--- config.mk ---
export PLATFORM = sky130hd
export DESIGN_NAME = id_stage
export DESIGN_NICKNAME = d
export VERILOG_FILES = /design/src/rtl/cpu_pkg.sv /design/src/rtl/reg_file.sv /design/src/rtl/id_stage.sv
export SDC_FILE = /design/constraint.sdc
export NUM_CORES = 1
export LEC_CHECK = 0
export CORE_MARGIN = 2
export CORE_UTILIZATION = 60
export CTS_BUF_LIST = sky130_fd_sc_hd__clkbuf_8
export CTS_CLUSTER_SIZE = 20
export DETAILED_ROUTE_END_ITERATION = 8
export PLACE_DENSITY = 0.9
export SETUP_SLACK_MARGIN = 0.1
export SYNTH_ARGS = -nofsm -noshare
export SYNTH_HDL_FRONTEND = slang
export SYNTH_SLANG_ARGS = --single-unit
--- constraint.sdc ---
create_clock -name CLK -period 7.6 [get_ports CLK]
set_clock_uncertainty 0.2 [all_clocks]
set_input_delay 1.52 -clock CLK [delete_from_list [all_inputs] [get_ports CLK]]
set_output_delay 1.52 -clock CLK [all_outputs]
set_load 0.03 [all_outputs]
--- src/rtl/cpu_pkg.sv ---
// Shared definitions for the pipeline: default widths, opcodes,
// decode-stage state encodings and instruction field positions.
package cpu_pkg;

    localparam int DEF_DATA_W = 16;
    localparam int DEF_ADDR_W = 5;
    localparam int DEF_OPCD_W = 5;
    localparam int INST_W     = 32;

    // Opcode that marks a pipeline bubble
    localparam logic [DEF_OPCD_W-1:0] OPCD_NOP = 5'd0;

    // Decode-stage FSM; encodings 4-7 are unused and fall back to IDLE
    typedef enum logic [2:0] {
        ST_IDLE   = 3'd0,
        ST_DECODE = 3'd1,
        ST_HOLD   = 3'd2,
        ST_FLUSH  = 3'd3
    } estado_e;

    // Instruction word layout: opcd | opt | rd | rs1 | rs2 | ... ; imm overlaps rs2
    localparam int OPCD_MSB = 31;
    localparam int OPCD_LSB = 27;
    localparam int OPT_POS  = 26;
    localparam int RD_MSB   = 25;
    localparam int RD_LSB   = 21;
    localparam int RS1_MSB  = 20;
    localparam int RS1_LSB  = 16;
    localparam int RS2_MSB  = 15;
    localparam int RS2_LSB  = 11;
    localparam int IMM_MSB  = 15;
    localparam int IMM_LSB  = 0;

endpackage

--- src/rtl/reg_file.sv ---
// 2-read / 1-write register file. Reads are combinational, the write lands
// on the rising edge, r0 always reads zero and ignores writes.
module reg_file
    import cpu_pkg::*;
#(
    parameter int DATA_W = DEF_DATA_W,
    parameter int ADDR_W = DEF_ADDR_W
) (
    input  logic              CLK,
    input  logic              RST,
    input  logic              we,
    input  logic [ADDR_W-1:0] waddr,
    input  logic [DATA_W-1:0] wdata,
    input  logic [ADDR_W-1:0] raddr_a,
    output logic [DATA_W-1:0] rdata_a,
    input  logic [ADDR_W-1:0] raddr_b,
    output logic [DATA_W-1:0] rdata_b
);

    localparam int NREGS = 1 << ADDR_W;

    logic [DATA_W-1:0] mem_q [NREGS];
    logic [DATA_W-1:0] mem_d [NREGS];

    // Next contents: one write per cycle, never into r0
    always_comb begin
        mem_d = mem_q;
        if (we && (waddr != '0)) begin
            mem_d[waddr] = wdata;
        end
    end

    // Storage; asynchronous reset clears every register
    always_ff @(posedge CLK or negedge RST) begin
        if (!RST) begin
            mem_q <= '{default: '0};
        end else begin
            mem_q <= mem_d;
        end
    end

    // Combinational read ports with r0 forced to zero
    always_comb begin
        rdata_a = (raddr_a == '0) ? '0 : mem_q[raddr_a];
        rdata_b = (raddr_b == '0) ? '0 : mem_q[raddr_b];
    end

endmodule

--- src/rtl/id_stage.sv ---
// Instruction-decode stage: splits the instruction, reads operands (with a
// write-through bypass from write-back) and registers the bundle for execute.
//
// Flow control: a bundle with VALID_OUT=1 is a real instruction. While
// STALL=1 execute is not consuming, so a held bundle stays put (only its
// operands may be refreshed by write-back) and INST_IN is not taken; fetch
// must keep presenting it. FLUSH beats STALL, which beats INST_VALID.
module id_stage
    import cpu_pkg::*;
#(
    parameter int DATA_W = DEF_DATA_W,
    parameter int ADDR_W = DEF_ADDR_W,
    parameter int OPCD_W = DEF_OPCD_W
) (
    input  logic              CLK,
    input  logic              RST,
    input  logic [INST_W-1:0] INST_IN,
    input  logic [DATA_W-1:0] NPC_IN,
    input  logic              INST_VALID,
    input  logic              STALL,
    input  logic              FLUSH,
    input  logic              WB_EN,
    input  logic [ADDR_W-1:0] WB_ADDR,
    input  logic [DATA_W-1:0] WB_DATA,
    output logic [DATA_W-1:0] NPC_OUT,
    output logic [DATA_W-1:0] REG_A,
    output logic [DATA_W-1:0] REG_B,
    output logic [DATA_W-1:0] IMM,
    output logic [OPCD_W-1:0] OPCD_OUT,
    output logic              OPT_BIT_OUT,
    output logic [ADDR_W-1:0] ADDR_REG_OUT,
    output logic              VALID_OUT,
    output logic [2:0]        ESTADO
);

    estado_e state_q, state_d;

    logic [DATA_W-1:0] npc_q, npc_d;
    logic [DATA_W-1:0] reg_a_q, reg_a_d;
    logic [DATA_W-1:0] reg_b_q, reg_b_d;
    logic [DATA_W-1:0] imm_q, imm_d;
    logic [OPCD_W-1:0] opcd_q, opcd_d;
    logic              opt_q, opt_d;
    logic [ADDR_W-1:0] rd_q, rd_d;
    logic [ADDR_W-1:0] rs1_q, rs1_d;
    logic [ADDR_W-1:0] rs2_q, rs2_d;
    logic              valid_q, valid_d;

    logic [ADDR_W-1:0] inst_rs1, inst_rs2;
    logic [DATA_W-1:0] rf_a, rf_b;
    logic [DATA_W-1:0] opnd_a, opnd_b;

    assign inst_rs1 = INST_IN[RS1_MSB:RS1_LSB];
    assign inst_rs2 = INST_IN[RS2_MSB:RS2_LSB];

    reg_file #(
        .DATA_W (DATA_W),
        .ADDR_W (ADDR_W)
    ) u_reg_file (
        .CLK     (CLK),
        .RST     (RST),
        .we      (WB_EN),
        .waddr   (WB_ADDR),
        .wdata   (WB_DATA),
        .raddr_a (inst_rs1),
        .rdata_a (rf_a),
        .raddr_b (inst_rs2),
        .rdata_b (rf_b)
    );

    // Capture-cycle operands: a same-cycle write to a source wins over the array
    always_comb begin
        opnd_a = (WB_EN && (WB_ADDR == inst_rs1) && (inst_rs1 != '0)) ? WB_DATA : rf_a;
        opnd_b = (WB_EN && (WB_ADDR == inst_rs2) && (inst_rs2 != '0)) ? WB_DATA : rf_b;
    end

    // FSM state register
    always_ff @(posedge CLK or negedge RST) begin
        if (!RST) begin
            state_q <= ST_IDLE;
        end else begin
            state_q <= state_d;
        end
    end

    // Next state: FLUSH > STALL > INST_VALID; stall only holds a live bundle
    always_comb begin
        state_d = ST_IDLE;
        if (FLUSH) begin
            state_d = ST_FLUSH;
        end else if (STALL) begin
            case (state_q)
                ST_DECODE, ST_HOLD: state_d = ST_HOLD;
                ST_FLUSH:           state_d = ST_FLUSH;
                default:            state_d = ST_IDLE;
            endcase
        end else if (INST_VALID) begin
            state_d = ST_DECODE;
        end
    end

    // Next bundle: capture on DECODE, freeze with operand refresh on HOLD, else bubble
    always_comb begin
        npc_d   = '0;
        reg_a_d = '0;
        reg_b_d = '0;
        imm_d   = '0;
        opcd_d  = OPCD_NOP;
        opt_d   = 1'b0;
        rd_d    = '0;
        rs1_d   = '0;
        rs2_d   = '0;
        valid_d = 1'b0;
        case (state_d)
            ST_DECODE: begin
                npc_d   = NPC_IN;
                reg_a_d = opnd_a;
                reg_b_d = opnd_b;
                imm_d   = INST_IN[IMM_MSB:IMM_LSB];
                opcd_d  = INST_IN[OPCD_MSB:OPCD_LSB];
                opt_d   = INST_IN[OPT_POS];
                rd_d    = INST_IN[RD_MSB:RD_LSB];
                rs1_d   = inst_rs1;
                rs2_d   = inst_rs2;
                valid_d = 1'b1;
            end
            ST_HOLD: begin
                npc_d   = npc_q;
                reg_a_d = (WB_EN && (WB_ADDR == rs1_q) && (rs1_q != '0)) ? WB_DATA : reg_a_q;
                reg_b_d = (WB_EN && (WB_ADDR == rs2_q) && (rs2_q != '0)) ? WB_DATA : reg_b_q;
                imm_d   = imm_q;
                opcd_d  = opcd_q;
                opt_d   = opt_q;
                rd_d    = rd_q;
                rs1_d   = rs1_q;
                rs2_d   = rs2_q;
                valid_d = valid_q;
            end
            default: ;
        endcase
    end

    // Pipeline register towards execute
    always_ff @(posedge CLK or negedge RST) begin
        if (!RST) begin
            npc_q   <= '0;
            reg_a_q <= '0;
            reg_b_q <= '0;
            imm_q   <= '0;
            opcd_q  <= OPCD_NOP;
            opt_q   <= 1'b0;
            rd_q    <= '0;
            rs1_q   <= '0;
            rs2_q   <= '0;
            valid_q <= 1'b0;
        end else begin
            npc_q   <= npc_d;
            reg_a_q <= reg_a_d;
            reg_b_q <= reg_b_d;
            imm_q   <= imm_d;
            opcd_q  <= opcd_d;
            opt_q   <= opt_d;
            rd_q    <= rd_d;
            rs1_q   <= rs1_d;
            rs2_q   <= rs2_d;
            valid_q <= valid_d;
        end
    end

    // Outputs straight from registers, state exposed for debug
    always_comb begin
        NPC_OUT      = npc_q;
        REG_A        = reg_a_q;
        REG_B        = reg_b_q;
        IMM          = imm_q;
        OPCD_OUT     = opcd_q;
        OPT_BIT_OUT  = opt_q;
        ADDR_REG_OUT = rd_q;
        VALID_OUT    = valid_q;
        ESTADO       = state_q;
    end

endmodule

==> flow_summary.toml, run 1 <==
[global_route]
grt.total_usage_pct = 34.9
grt_start_max_net_pins = 158
grt_pass1_vias = 22700
gr-total-overflow = 0
antenna_found_initial = 3
grt_pass1_wl_um = 138000

[setup_path]
r2r_cells = 8
endpoint_kind = "flop"
worst_ep_arrival_time_ns = 5.99
cp_max_fo = 58
worst-setup-path-type = "in2reg"
start_kind = "primary input"
required_ns = 7.97

[sta]
whs_ns = 0.197
slew_headroom_pct = 4.27
period_share_pct = 74.0
setup_viol = 0
tightest_slew_ns = 1.44
finalSetupTns_ns = 0
grt_setup_unrepaired = "false"
fmax_mhz = 178
hold_viol = 0
finalCriticalPeriod_ns = 5.62
drv_slew = 0

[die]
ios = 154
core_um2 = 50300
initial_core_util_pct = 60.8
num_rows = 82
die_area_um2 = 52800
fp.dieW_um = 230
die_h_um = 230

[route]
drc = 0
wl_um = 90500
drtIter0Drc = 2482
vias_per_cell = 7.20
postRouteAntennaNets = 0
via_count = 21300
wl_per_cell_um = 30.6
drt_pass1_iterations = 6

[cts]
clk_latency_ns = 0.71
clockBufferDepth = 3
numCtsBuffers = 95
cts_tree = "yes"
post-cts-setup-buffers = 0
path_clk_slew_ns = 0.06
cts_root_buf = "clkbuf_8"
cts-htree-levels = 3
holdBufCountCts = 0
post_cts_resized = 0
clock_sinks = 595

[yosys]
ys_types = 55
yosys.area_share.simple_pct = 2.65
dominantRegCellSynth = "dfrtp_1"
synthAdderAreaFrac_pct = 0.0818
synthMuxAreaShare_pct = 37.3
yosys_warnings = 0
synthTopCellsByArea = "dfrtp_1 49%, mux2_2 17%, mux4_2 14%, mux2i_1 4.5%, clkbuf_1 1.8%"
synth_compound_area_share_pct = 7.42
yosysSeqAreaShare_pct = 48.7
syn_area_um2 = 30600
synth.ff_latch_count = 595
syn_avg_cell_area_um2 = 14.4
synth_common_cells = "595 x dfrtp_1, 475 x mux2_2, 188 x mux4_2"
synth_nets = 2203
synth_top_area_share_pct = 48.7
synth_area_leader_cell = "dfrtp_1"
synth-edff-count = 0
synth-xor-area-share_pct = 0.573
async_flop_share_pct = 100
yosysMostFrequentCell = "dfrtp_1"
synthCells = 2126
synth_top_family_by_area = "multiplexers"

[flow_run]
maxCapViolations = 0

[power_and_ir_drop]
power_w = 0.00877
ir_worst_vdd_uv = 125
power_density_nw_per_um2 = 254
p_leak_nw = 15.2

[final_layout]
synthToLayoutAreaGrowth_pct = 13.1
finalNetCount = 2283
drive_gt1_share_pct = 40.3
final_core_util_pct = 68.8
fillerInstances = 3171

[worst_hold_path]
hold_path_class = "reg2reg"
hold_depth = 0

[outcome]
outcome = "complete, no violations"

[placement]
post-dp-hpwl_um = 53700
gp_congestion = 0.900
io_buffers = 152
## critical path, cell delays in order
cell             delay (ns)
clkdlybuf4s50_1        0.46
and3_1                 0.21
nor3_1                 0.33
ha_2                   0.96
inv_1                  0.24
a41oi_4                0.79
or4_1                  1.02
a211oi_1               0.12
a221o_1                0.32
## sequential cells by signal (all words and copies together), names as in the netlist, 2 cells and up
signal / cells
ADDR_REG_OUT: 5
ESTADO: 2
OPCD_OUT: 5
u_reg_file.mem_q: 512
REG_B: 16
NPC_OUT: 16
rs1_q: 5
REG_A: 16
IMM: 16
## power breakdown
| group | switching [W] | total [W] | internal (W) |
|---|---|---|---|
| Combinational | 0.000747 | 0.00170 | 0.000954 |
| Clock | 0.00131 | 0.00294 | 0.00163 |
| Sequential | 0.000419 | 0.00413 | 0.00371 |
| Total | 0.00248 | 0.00877 | 0.00629 |
## layout make-up
cell class / instances / area [um^2] / share of cell area, %
antenna: 3 / 7.51 / 0.0217
sequential: 595 / 14900 / 43.1
inverter: 3 / 11.3 / 0.0326
tap: 672 / 841 / 2.43
clock buffer: 131 / 1800 / 5.22
multi-input combinational: 1301 / 14700 / 42.7
clock inverter: 42 / 262 / 0.756
timing repair buffer: 210 / 2010 / 5.81
## placed cells by master (no fill, tap or decap), types with 36 or more instances in the layout
| cell type | count |
|---|---|
| a211oi_1 | 36 |
| a22o_1 | 44 |
| a22oi_1 | 47 |
| buf_4 | 55 |
| clkbuf_8 | 131 |
| clkdlybuf4s50_1 | 143 |
| dfrtp_1 | 595 |
| mux2_1 | 40 |
| mux2_2 | 475 |
| mux2i_1 | 137 |
| mux4_2 | 188 |
| nand2_1 | 65 |
## logic make-up after synthesis
kind of cell | Yosys count
muxes | 840
buffers and inverters | 230
and+or+nand+nor | 160
DFF | 595
xor gates and xnor gates | 20
adders and majority gates | 2
AOI/OAI and AO/OA | 278
other | 1
## final timing paths
check                                           start                     to  slack, ns
worst min register to register  u_reg_file.mem_q[507]  u_reg_file.mem_q[507]       0.20
max in group asynchronous                         RST  u_reg_file.mem_q[357]       5.01
worst min-delay path            u_reg_file.mem_q[507]  u_reg_file.mem_q[507]       0.20
worst max-delay path                            STALL               REG_A[3]       1.98
worst max register to register              ESTADO[0]               REG_A[3]       2.89
min in group asynchronous                         RST   u_reg_file.mem_q[50]       0.65
## metal layers
layer | global-route usage (%) | vias to the layer above | share of wire [%]
li1 | - | 8413 | -
met2 | 54.1 | 1480 | 47
met5 | 0 | - | 0
met3 | 9.91 | 461 | 11
met4 | 25.0 | 0 | 7.4
met1 | 42.3 | 10900 | 35
## per-stage QoR
step	setup WS [ns]	area (um^2)	std cells
4_1_cts	2.13	34600	2954
5_1_grt	1.89	34600	2957
3_5_place_dp	1.45	32500	2781
2_1_floorplan	3.67	30600	2126
6_report	1.98	34600	2957
3_3_place_gp	1.54	32500	2781
Power figures use the tool's default switching activity.
==> run 2, diff against run 1 <==
CORE_UTILIZATION = 57   (was 60)
PLACE_DENSITY = 0.89   (was 0.9)
clock period = 5 ns   (was 7.6 ns; I/O delays follow)
==> run 2 against run 1 <==
Against the previous run:
- first-iteration DRC count up 8.3%
- combinational power up 55%
- worst setup slack worse by 1.3 ns
- critical path type unchanged
- via count up 1.9%
- die area up 5.2%
- sequential cell count unchanged
- wire length up 2.3%
- non-clock buffer count up 27
==> flow_summary.toml, run 2 (synthesis gave the netlist of run 1 again) <==
[outcome]
outcome = "complete, no violations"

[final_layout]
largest_register_ffs = 512
final_cell_mix = "595 x dfrtp_1, 475 x mux2_2, 188 x mux4_2, 143 x clkdlybuf4s50_1, 137 x mux2i_1"
top_register = "u_reg_file.mem_q"
final_core_util_pct = 65.8
finalNetCount = 2309
final_common_cell = "dfrtp_1"
fillerInstances = 3420
synthToLayoutAreaGrowth_pct = 13.5
drive_gt1_share_pct = 40.3

[setup_path]
slowest_delay_ns = 0.99
r2r_end = "REG_A[6]"
rr_startpoint = "ESTADO[0]"
r2r_cells = 8
required_ns = 5.37
cp_max_fo = 17
cp_cell_sequence = "clkdlybuf4s50_1 -> nor3_1 -> nand2_1 -> a41oi_4 -> or4_1 -> a211oi_1 -> a221o_1"
endpoint_kind = "flop"
worst-setup-path-type = "in2reg"
worst_ep_arrival_time_ns = 4.67
cp_slowest_cell = "or4_1"
start_kind = "primary input"
regToRegSetupSlack_ns = 1.33

[route]
postRouteAntennaNets = 0
drt_pass1_iterations = 6
drc = 0
via_count = 21700
wl_per_cell_um = 31.0
vias_per_cell = 7.24
drtIter0Drc = 2688
wl_um = 92600

[cts]
path_clk_slew_ns = 0.06
numCtsBuffers = 94
post_cts_resized = 0
post-cts-setup-buffers = 0
cts-htree-levels = 3
clockBufferDepth = 3
cts_tree = "yes"
cts_root_buf = "clkbuf_8"
holdBufCountCts = 0
clock_sinks = 595
clk_latency_ns = 0.71

[sta]
setup_viol = 0
tightest_slew_ns = 1.35
grt_setup_unrepaired = "false"
slew_headroom_pct = 9.65
drv_slew = 0
fmax_mhz = 232
finalCriticalPeriod_ns = 4.30
finalSetupTns_ns = 0
period_share_pct = 86.1
whs_ns = 0.167
hold_viol = 0

[die]
core_um2 = 52800
ios = 154
initial_core_util_pct = 57.9
fp.dieW_um = 236
num_rows = 84
die_area_um2 = 55500
die_h_um = 236

[global_route]
antenna_found_initial = 2
grt_pass1_vias = 23200
gr-total-overflow = 0
grt_pass1_wl_um = 142000
grt.total_usage_pct = 33.8
grt_start_max_net_pins = 121

[worst_hold_path]
hold_path_class = "in2async"

[power_and_ir_drop]
p_clk_share_pct = 31.9
netSwitchingPower_w = 0.00378
ir_worst_vdd_uv = 205
seq_power_share_pct = 47.9
power_density_nw_per_um2 = 378
combPwrFrac_pct = 20.2
internal_power_w = 0.00933
p_leak_nw = 15.3
sw_frac_of_total_pct = 28.8

[placement]
gp_congestion = 0.908
post-dp-hpwl_um = 56700
io_buffers = 152

[flow_run]
maxCapViolations = 0
## run 2: cell types whose count changed in the layout (fill, tap and decap cells not counted), sizes merged
| cell | change |
|---|---|
| buf | +27 |
| diode | -1 |
| inv | +11 |
| clkinvlp | +3 |
| clkbuf | -12 |
| bufinv | -1 |
| clkinv | -7 |
## run 2: stage by stage
stage / total power, W / instances / setup WS (ns) / area (um^2)
floorplan: 0.00800 / 2126 / 1.59 / 30600
global placement: 0.00866 / 2824 / 0.436 / 32800
detailed placement: 0.00891 / 2824 / 0.208 / 32800
CTS: 0.0131 / 2991 / 0.899 / 34700
global route: 0.0136 / 2992 / 0.678 / 34700
finish: 0.0131 / 2993 / 0.695 / 34700
## run 2: worst max-delay path: cells and delay by family
kind / cells / cell delay (ns)
AO/OA/AOI/OAI: 3 / 1.23
AND/OR/NAND/NOR: 3 / 1.76
buffers and inverters: 1 / 0.67
## run 2: cell type report
cell class | count | area [um^2] | area share (%)
inverters | 3 | 11.3 | 0.0325
clock inverters | 48 | 255 | 0.736
multi-input cells | 1301 | 14700 | 42.5
well taps | 688 | 861 | 2.48
diodes | 2 | 5.00 | 0.0144
clock buffers | 119 | 1640 | 4.72
flip-flops and latches | 595 | 14900 | 42.9
repair buffers | 237 | 2300 | 6.63
## run 2: metal layers
metal | track usage (%) | wire, um | vias to the layer above
li1 | - | - | 8435
met1 | 40.8 | 32100 | 11200
met2 | 52.1 | 43700 | 1523
met3 | 9.85 | 9930 | 498
met4 | 24.5 | 6880 | 2
met5 | 0 | 13 | -
## run 2: worst max-delay path by stage
stage                     endpoint  slack, ns  cells past startpoint       start
after floorplan           REG_A[0]       1.59                      8       STALL
after global placement    REG_A[8]       0.44                      7  WB_ADDR[4]
after detailed placement  REG_A[6]       0.21                      7  WB_ADDR[3]
after CTS                 REG_A[6]       0.90                      7  WB_ADDR[3]
after global routing      REG_A[6]       0.68                      7  WB_ADDR[3]
final                     REG_A[6]       0.70                      7  WB_ADDR[3]
## run 2: power by group through the flow
| stage | Combinational, W | Sequential (W) | Clock [W] |
|---|---|---|---|
| final | 0.00264 | 0.00628 | 0.00419 |
| after floorplan | 0.00184 | 0.00616 | 0 |
| after global routing | 0.00279 | 0.00635 | 0.00445 |
| after detailed placement | 0.00259 | 0.00631 | 0 |
| after global placement | 0.00247 | 0.00619 | 0 |
| after CTS | 0.00262 | 0.00624 | 0.00420 |
